`src/rtl/mmio_uart_tx.sv`:
```
// Memory-mapped UART transmitter: snoops processor stores, queues bytes in a small FIFO, sends 8N1 frames.
// Define UART_TX_PARITY_EN to insert an even-parity bit between the data bits and the stop bit.
module mmio_uart_tx #(
   parameter int          CLKS_PER_BIT = 16,
   parameter logic [31:0] TX_ADDR      = 32'h0000_0080,
   parameter int          FIFO_DEPTH   = 4
) (
   input  logic        clk,
   input  logic        reset,
   input  logic        memwrite,
   input  logic [31:0] dataadr,
   input  logic [31:0] writedata,
   output logic        tx,
   output logic        busy,
   output logic        fifo_full,
   output logic        overrun
);
   localparam int          AW        = $clog2(FIFO_DEPTH);
   localparam logic [15:0] BAUD_LAST = 16'(CLKS_PER_BIT - 1);
   localparam logic [AW:0] DEPTH     = (AW + 1)'(FIFO_DEPTH);

`ifdef UART_TX_PARITY_EN
   typedef enum logic [2:0] {IDLE, START, DATA, PARITY, STOP} state_t;
`else
   typedef enum logic [1:0] {IDLE, START, DATA, STOP} state_t;
`endif

   logic [7:0]    fifo_mem [FIFO_DEPTH];
   logic [AW-1:0] wr_ptr, rd_ptr;
   logic [AW:0]   count;
   logic          hit_data, hit_clear, push, drop, pop, empty;
   logic [7:0]    head;
   logic          unused_upper;

   state_t        state, state_next;
   logic [15:0]   baud, baud_next;
   logic [2:0]    bitidx, bitidx_next;
   logic [7:0]    shift, shift_next;
   logic          tx_next;
`ifdef UART_TX_PARITY_EN
   logic          par;
`endif

   assign hit_data     = memwrite && (dataadr == TX_ADDR);
   assign hit_clear    = memwrite && (dataadr == TX_ADDR + 32'd4);
   assign empty        = (count == '0);
   assign fifo_full    = (count == DEPTH);
   assign busy         = (state != IDLE) || !empty;
   assign head         = fifo_mem[rd_ptr];
   assign unused_upper = ^writedata[31:8];

   // A store into a full FIFO still lands if the transmitter frees a slot on the same edge
   assign push = hit_data && (!fifo_full || pop);
   assign drop = hit_data && fifo_full && !pop;

   always_ff @(posedge clk) begin
      if (reset) begin
         wr_ptr  <= '0;
         rd_ptr  <= '0;
         count   <= '0;
         overrun <= 1'b0;
      end else begin
         if (push) begin
            fifo_mem[wr_ptr] <= writedata[7:0];
            wr_ptr           <= wr_ptr + AW'(1);
         end
         if (pop) begin
            rd_ptr <= rd_ptr + AW'(1);
         end
         if (push && !pop) begin
            count <= count + (AW + 1)'(1);
         end else if (pop && !push) begin
            count <= count - (AW + 1)'(1);
         end
         if (drop) begin
            overrun <= 1'b1;
         end else if (hit_clear) begin
            overrun <= 1'b0;
         end
      end
   end

   always_comb begin
      state_next  = state;
      baud_next   = baud;
      bitidx_next = bitidx;
      shift_next  = shift;
      pop         = 1'b0;
      case (state)
         IDLE: begin
            if (!empty) begin
               pop        = 1'b1;
               shift_next = head;
               baud_next  = '0;
               state_next = START;
            end
         end
         START: begin
            if (baud == BAUD_LAST) begin
               baud_next   = '0;
               bitidx_next = '0;
               state_next  = DATA;
            end else begin
               baud_next = baud + 16'd1;
            end
         end
         DATA: begin
            if (baud == BAUD_LAST) begin
               baud_next = '0;
               if (bitidx == 3'd7) begin
`ifdef UART_TX_PARITY_EN
                  state_next = PARITY;
`else
                  state_next = STOP;
`endif
               end else begin
                  bitidx_next = bitidx + 3'd1;
                  shift_next  = {1'b0, shift[7:1]};
               end
            end else begin
               baud_next = baud + 16'd1;
            end
         end
`ifdef UART_TX_PARITY_EN
         PARITY: begin
            if (baud == BAUD_LAST) begin
               baud_next  = '0;
               state_next = STOP;
            end else begin
               baud_next = baud + 16'd1;
            end
         end
`endif
         STOP: begin
            // Chain straight into the next start bit so queued bytes go out with no idle gap
            if (baud == BAUD_LAST) begin
               baud_next = '0;
               if (!empty) begin
                  pop        = 1'b1;
                  shift_next = head;
                  state_next = START;
               end else begin
                  state_next = IDLE;
               end
            end else begin
               baud_next = baud + 16'd1;
            end
         end
         default: state_next = IDLE;
      endcase

      // The line level is decided from next-state values so the pin itself can be a flop
      case (state_next)
         START:   tx_next = 1'b0;
         DATA:    tx_next = shift_next[0];
`ifdef UART_TX_PARITY_EN
         PARITY:  tx_next = par;
`endif
         default: tx_next = 1'b1;
      endcase
   end

   always_ff @(posedge clk) begin
      if (reset) begin
         state  <= IDLE;
         baud   <= '0;
         bitidx <= '0;
         shift  <= '0;
         tx     <= 1'b1;
      end else begin
         state  <= state_next;
         baud   <= baud_next;
         bitidx <= bitidx_next;
         shift  <= shift_next;
         tx     <= tx_next;
      end
   end

`ifdef UART_TX_PARITY_EN
   always_ff @(posedge clk) begin
      if (reset) begin
         par <= 1'b0;
      end else if (pop) begin
         par <= ^head;
      end
   end
`endif

endmodule

```
`config.mk`:
```
export PLATFORM = sky130hd
export DESIGN_NAME = mmio_uart_tx
export DESIGN_NICKNAME = d
export VERILOG_FILES = /design/src/rtl/mmio_uart_tx.sv
export SDC_FILE = /design/constraint.sdc
export NUM_CORES = 1
export LEC_CHECK = 0
export BUFFER_PORTS_ARGS = -buffer_cell sky130_fd_sc_hd__buf_2
export CAP_MARGIN = 5
export CELL_PAD_IN_SITES_DETAIL_PLACEMENT = 2
export CELL_PAD_IN_SITES_GLOBAL_PLACEMENT = 2
export CORE_MARGIN = 5
export CORE_UTILIZATION = 35
export CTS_CLUSTER_DIAMETER = 80
export DETAILED_ROUTE_END_ITERATION = 6
export GPL_TIMING_DRIVEN = 0
export PLACE_DENSITY = 0.85
export SLEW_MARGIN = 0
export SYNTH_ARGS = -nofsm -noshare
export SYNTH_HDL_FRONTEND = slang
export SYNTH_SLANG_ARGS = --single-unit
```
`constraint.sdc`:
```
create_clock -name clk -period 3.6 [get_ports clk]
set_input_delay 0.9 -clock clk [delete_from_list [all_inputs] [get_ports clk]]
set_output_delay 0.9 -clock clk [all_outputs]
set_load 0.02 [all_outputs]
```
==> summary.md, run 1 <==
| Metric | Value |
|---|---|
| Via count | `2873` |
| Top post-synthesis cells by area | `edfxtp_1 27%, dfxtp_1 23%, mux4_2 5.1%` |
| Clock Sink Count | `72` |
| Largest family of logic cells by synthesized area | `simple AND/OR/NAND/NOR gates` |
| Reg2reg start | `baud[1]` |
| Global route overflow | `0` |
| Setup CP Type | `reg2reg` |
| Largest net degree at the start of global routing | `16` |
| Max VDD drop | `just under 0.3 mV` |
| Placed Cells | `508` |
| I/O pin total | `71` |
| Most frequent cells in the layout | `48 x buf_2, 38 x nor2_1, 38 x dfxtp_1, 32 x edfxtp_1, 24 x nand2_1` |
| Per-cell routed wire length | `~20 um` |
| Chip Width | `roughly 110 um` |
| Worst slew pin tran | `slightly below 0.7 ns` |
| Most used flip-flop cell after synthesis | `dfxtp_1` |
| Adder-Cell Fraction of Synth Area | `under 10%` |
| Final ANT Viol Nets | `0` |
| Syn. warnings | `0` |
| Post-Syn Area per Cell | `10.71 um^2` |
| Share of layout cells above drive strength 1 | `a little under a quarter` |
| Clk pin slew, worst setup/hold paths | `approximately 0.090 ns` |
| Vias in the first global route | `around 3.2k` |
| Via/cell ratio | `5.483` |
| Final Net Count | `approximately 470` |
| Synth cell types | `57` |
| Layout Utilization | `42.29%` |
| Final Hold Fails | `0` |
| Worst r2r dst | `count[2]` |
| Register-to-Register Path Depth | `13` |
| Minimum clock period | `~3.4 ns` |
| Worst setup EP type | `register` |
| Detailed Routing Iterations Pass 1 | `4` |
| Post-synthesis async set-or-reset flop share | `0%` |
| DPL Wire Length | `approximately 7600 um` |
| Startpoint type of the worst setup path | `register` |
| First-pass GRT wire length | `roughly 17000 um` |
| Post-synth EDFFs | `32` |
| Post-synthesis mux area share | `between 5 and 6%` |
| Cell Area, Synth | `about 0.0035 mm^2` |
| Top-area cell type share of the netlist area | `between 20% and 30%` |
| Max Cap Viol | `0` |
| Initial core utilization | `between 30 and 40%` |
| Worst-Skew Late Latency | `roughly 0.37 ns` |
| Layout Skew | `roughly 0.007 ns` |
| CTS buffer count | `9` |
| Final Total Pwr | `between 2 and 2.5 mW` |
| H-tree Lvls | `3` |
| F_max | `291.6 MHz` |
| Cell count of the worst hold path | `2` |
| Run status | `finished clean` |
| Starting DRT DRC Count | `94` |
| Layout area overhead | `17.53%` |
| Slew HR | `around 55%` |
| FILL cells | `between 1k and 1.5k` |
| XOR/XNOR Fraction of Synth Area | `1.239%` |
| Hold Startpoint | `shift[2]` |
| WL final | `between 10000 and 15000 um` |
| Hold Path Class | `reg2reg` |
| Compound-Gate Fraction of Synth Area | `15.12%` |
| CP Max Fanout | `5` |
| Static leakage | `between 1 and 1.5 nW` |
| P per Cell Area | `between 500 and 600 mW/mm^2` |
| CP required | `between 3 and 4 ns` |
| Commonest non-fill, non-tap cell in the layout | `buf_2` |
| Die Footprint | `about 0.012 mm^2` |
| I/O Buffers | `45` |
| Flops & latches, synth | `between 70 and 80` |
| CTS tree | `yes` |
| Fin cells | `roughly 520` |
| # setup viols final | `0` |
| GRT Util Overall | `17.63%` |
| Post-synthesis simple-gate area fraction | `between 10% and 20%` |
| Gate Count Post-Synth | `330` |
| Final Max Slew Viols | `0` |
| Register area share after synthesis | `about half` |
| Residual DRC | `0` |
| Synth area leader | `edfxtp_1` |
| Initial antenna violation count | `0` |
| Syn_nets | `412` |
| Core area | `roughly 0.01 mm^2` |
| Final Cycle Share | `around 95%` |
| Unrepaired setup endpoints after global routing | `no` |
| Die Y | `approximately 110 um` |
| Worst Hold Endpoint | `shift[1]` |
| CP Data Arrival Time | `about 3.7 ns` |
| Final weighted congestion in routability-driven placement | `roughly 0.74` |
| Post-CTS setup buffers | `0` |
| CTS Root Cell | `clkbuf_8` |
| Row cnt | `36` |
| Deepest clock path buffer count | `2` |
| FF-to-FF setup slack | `about 0.17 ns` |
| N_diodes | `0` |
==> sequential cells by signal (all words and copies together) (netlist names), named ones only <==
signal / flops
state: 2
fifo_mem: 32
bitidx: 3
count: 3
rd_ptr: 2
overrun: 1
shift: 8
baud: 16
tx: 1
wr_ptr: 2
==> worst max-delay path by stage <==
stage,start,end,slack (ns),cells after the start
global placement,dataadr[24],count[2],0.15,12
detailed placement,dataadr[24],count[2],-0.04,12
CTS,state[0],count[2],0.05,13
global route,baud[11],count[2],0.04,12
floorplan,dataadr[24],count[2],0.42,11
finish,baud[1],count[2],0.17,13
==> where the power goes <==
group | switching [mW] | internal [mW]
sequential | 0.0585 | 0.914
clock | 0.364 | 0.336
combinational | 0.410 | 0.253
total | 0.833 | 1.50
==> synth_stat cells, drive strengths merged, types with 2 or more instances <==
cell type,number
nor4,11
a311oi,13
nor3b,4
mux2i,2
inv,12
a31oi,4
xnor2,2
nor2,39
a22o,3
dfxtp,40
nor4b,2
nor3,5
nand4,5
nand2b,4
a41oi,3
nand3,10
and2,5
nand2,24
a211oi,2
o22ai,3
xor2,3
buf,8
a21o,4
a21oi,13
clkbuf,11
ha,14
or3,3
mux4,8
edfxtp,32
and3,4
a22oi,3
o21ai,17
==> per-layer routing <==
metal / GRT usage, % / vias to the layer above / wire length, um
li1: - / 1354 / -
met1: 20.40 / 1462 / 4544
met2: 32.69 / 44 / 5510
met3: 3.884 / 13 / 292
met4: 4.516 / 0 / 88
met5: 0 / - / 0
==> final cells by class <==
| type | instances | area [um^2] | area share, % |
|---|---|---|---|
| plain buffers | 19 | 86.33 | 2.079 |
| clock buffers | 9 | 123.9 | 2.983 |
| clock inverters | 7 | 86.33 | 2.079 |
| inverters | 12 | 45.04 | 1.085 |
| multi-input cells | 227 | 1655 | 39.86 |
| flip-flops and latches | 72 | 1764 | 42.48 |
| well taps | 133 | 166.4 | 4.007 |
| repair buffers | 45 | 225.2 | 5.423 |
==> logic make-up (layout without fill, tap and decap cells) <==
logic type	count (synthesis)	in the layout
and+or+nand+nor	120	120
xor gates and xnor gates	5	5
AOI/OAI and AO/OA	76	76
DFF	72	72
adders and majority gates	15	15
buffers and inverters	31	92
muxes	11	11
==> repair_timing <==
action                     CTS  global route
resized for setup            1             4
hold buffers                 0             0
setup endpoints to repair    1             1
==> per-stage QoR <==
stage,hold WS [ns],TNS (ns),area (um^2),worst slack (ns)
2_1_floorplan,0.4602,0,3533,0.4216
3_3_place_gp,0.4763,0,3925,0.1513
3_5_place_dp,0.4929,-0.03731,3925,-0.03731
4_1_cts,0.5154,0,4138,0.04787
5_1_grt,0.5327,0,4153,0.03649
6_report,0.5159,0,4153,0.1706
==> worst max-delay path, stage by stage (launching register included) <==
cell and delay [ns]:
dfxtp_1 0.39, ha_2 0.24, and4_1 0.26, a41oi_2 0.19
o21a_1 0.25, or4_4 0.52, buf_6 0.15, inv_1 0.05
ha_1 0.18, inv_1 0.08, fa_1 0.40, xor2_1 0.17
or3_1 0.32, a21oi_1 0.15
No activity file was read; power rests on OpenSTA's default activity.
==> run 2: changes to the inputs <==
- CORE_UTILIZATION: 35 -> 37
- PLACE_DENSITY: 0.85 -> 0.89
- clock period: 3.6 -> 4.5 ns (I/O delays scaled with it)
==> summary.md, run 2 (synthesis gave the netlist of run 1 again) <==
| Metric | Value |
|---|---|
| Run status | `finished clean` |
| GRT Util Overall | `20.20% (+2.6 points)` |
| Area after DPL | `0.003920 mm^2 (-0.13%)` |
| Post-CTS setup buffers | `0 (unchanged)` |
| Final Hold Fails | `0 (unchanged)` |
| Placed Cells | `504 (-0.79%)` |
| FF-to-FF setup slack | `0.86 ns (+0.69 ns)` |
| P per Cell Area | `457.1 mW/mm^2 (-19%)` |
| Final Total Pwr | `1.887 mW (-19%)` |
| Clock network fraction of total power | `30.0% (about the same)` |
| Die Footprint | `0.01160 mm^2 (-4.9%)` |
| CTS tree | `yes` |
| Setup CP Type | `reg2reg` |
| Global route overflow | `0 (unchanged)` |
| Die Y | `107.7 um (-2.5%)` |
| Share of layout cells above drive strength 1 | `21.99% (-1.0 points)` |
| Register-to-Register Path Depth | `13 (unchanged)` |
| Detailed Routing Iterations Pass 1 | `4 (unchanged)` |
| Worst slew pin tran | `0.7012 ns (+0.02479 ns)` |
| Core area | `0.009284 mm^2 (-5.5%)` |
| # setup viols final | `0 (unchanged)` |
| Sw Pwr | `0.6885 mW (-17%)` |
| CP Data Arrival Time | `3.90 ns (+0.17 ns)` |
| Max VDD drop | `0.2145 mV (-26%)` |
| Fin Hold WS | `0.5120 ns (-0.003905 ns)` |
| Pint | `1.198 mW (-20%)` |
| Layout area overhead | `16.82%` |
| Chip Width | `107.7 um (-2.5%)` |
| I/O pin total | `71 (unchanged)` |
| Max Cap Viol | `0 (unchanged)` |
| Final Max Slew Viols | `0 (unchanged)` |
| Dpl ws | `0.6314 ns (+0.6687 ns)` |
| Row cnt | `35 (-2.8%)` |
| Reg2reg start | `state[0]` |
| Largest net degree at the start of global routing | `16 (unchanged)` |
| Clock Sink Count | `72 (unchanged)` |
| Initial core utilization | `38.06% (+2.1 points)` |
| I/O Buffers | `45 (unchanged)` |
| Fin cells | `520 (-0.76%)` |
| WL final | `10930 um (+4.7%)` |
| Largest regs | `fifo_mem: 32 flops, baud: 16 flops, shift: 8 flops` |
| Share of total power in sequential cells | `41.0% (-0.6 points)` |
| N_diodes | `0 (unchanged)` |
| Final Cycle Share | `80.82% (-14 points)` |
| Initial antenna violation count | `0 (unchanged)` |
| Unrepaired setup endpoints after global routing | `no` |
| Layout Skew | `0.02396 ns (+0.01685 ns)` |
| Layout Utilization | `44.46% (+2.2 points)` |
| Worst Hold Endpoint | `shift[5]` |
| CP required | `4.76 ns (+0.86 ns)` |
| Biggest register | `fifo_mem` |
| Clk pin slew, worst setup/hold paths | `0.09 ns (about the same)` |
| Setup ws final | `0.8633 ns (+0.6927 ns)` |
| Cell count of the worst hold path | `2 (unchanged)` |
| Final Net Count | `468 (unchanged)` |
| DPL Wire Length | `7731 um (+2.2%)` |
| Residual DRC | `0 (unchanged)` |
| Starting DRT DRC Count | `159 (+69%)` |
| Final setup TNS | `0 ns (unchanged)` |
| Worst setup EP type | `register` |
| H-tree Lvls | `3 (unchanged)` |
| Startpoint type of the worst setup path | `register` |
| Static leakage | `1.491 nW (+0.20%)` |
| Hold Startpoint | `shift[5]` |
| Via/cell ratio | `5.613 (+2.4%)` |
| Most frequent cells in the layout | `48 x buf_2, 40 x dfxtp_1, 38 x nor2_1, 32 x edfxtp_1, 24 x nand2_1` |
| Comb power frac | `28.9% (+0.5 points)` |
| Vias in the first global route | `3346 (+3.0%)` |
| First-pass GRT wire length | `17860 um (+3.4%)` |
| Deepest clock path buffer count | `2 (unchanged)` |
| Hold Path Class | `reg2reg` |
| Max reg flops | `32 (unchanged)` |
| FILL cells | `1019 (-5.8%)` |
| Final weighted congestion in routability-driven placement | `0.7479 (+0.85%)` |
| Worst r2r dst | `count[2]` |
| Commonest non-fill, non-tap cell in the layout | `buf_2` |
| Final Cell Area | `0.004128 mm^2 (-0.60%)` |
| CTS Root Cell | `clkbuf_8` |
| Minimum clock period | `3.637 ns (+0.2073 ns)` |
| Post_cts resized | `0 (-1)` |
| CP Max Fanout | `6 (+1)` |
| CTS buffer count | `9 (unchanged)` |
| CTS Hold Buffers Added | `0 (unchanged)` |
| F_max | `275.0 MHz (-5.7%)` |
| Slew HR | `53.25% (-1.7 points)` |
| Per-cell routed wire length | `21.02 um (+5.5%)` |
| Switching share of power | `36.49% (+0.81 points)` |
| Final ANT Viol Nets | `0 (unchanged)` |
| Worst-Skew Late Latency | `0.37 ns (about the same)` |
| Via count | `2919 (+1.6%)` |
==> run 2: layer usage <==
layer | up-vias | track usage, % | share of wire [%]
met3 | 26 | 4.799 | 4.1
met5 | - | 0 | 0
met1 | 1458 | 21.61 | 39
met4 | 0 | 7.665 | 2.4
li1 | 1357 | - | -
met2 | 78 | 38.01 | 54
==> run 2: worst max path at each step <==
stage / start / end / slack, ns / cells past startpoint
2_1_floorplan: dataadr[24] / count[2] / 1.10 / 11
3_3_place_gp: dataadr[16] / count[2] / 0.83 / 12
3_5_place_dp: dataadr[16] / count[2] / 0.63 / 12
4_1_cts: state[0] / count[2] / 0.84 / 13
5_1_grt: state[0] / count[2] / 0.67 / 13
6_report: state[0] / count[2] / 0.86 / 13
==> run 2: worst max-delay path, cell delays in order (launching register included) <==
cell	delay, ns
dfxtp_1	0.44
ha_1	0.31
and4_1	0.28
a41oi_2	0.19
o21a_1	0.25
or4_4	0.51
buf_6	0.15
inv_1	0.05
ha_1	0.19
inv_1	0.07
fa_1	0.38
xor2_1	0.17
or3_1	0.33
a21oi_1	0.21
==> run 2: power by group through the flow <==
stage | logic, mW | clock network, mW | registers, mW
2_1_floorplan | 0.358 | 0 | 0.777
3_3_place_gp | 0.492 | 0 | 0.780
3_5_place_dp | 0.530 | 0 | 0.786
4_1_cts | 0.548 | 0.575 | 0.774
5_1_grt | 0.599 | 0.596 | 0.781
6_report | 0.546 | 0.566 | 0.774
==> run 2: area by class of cell <==
class	count	area, um^2	share of cell area (%)
sequential	72	1762	42.68
multi-input combinational	227	1640	39.74
timing repair buffer	45	225.2	5.456
tap	129	161.4	3.910
clock buffer	9	123.9	3.001
buffer	19	86.33	2.092
clock inverter	7	83.83	2.031
inverter	12	45.04	1.091
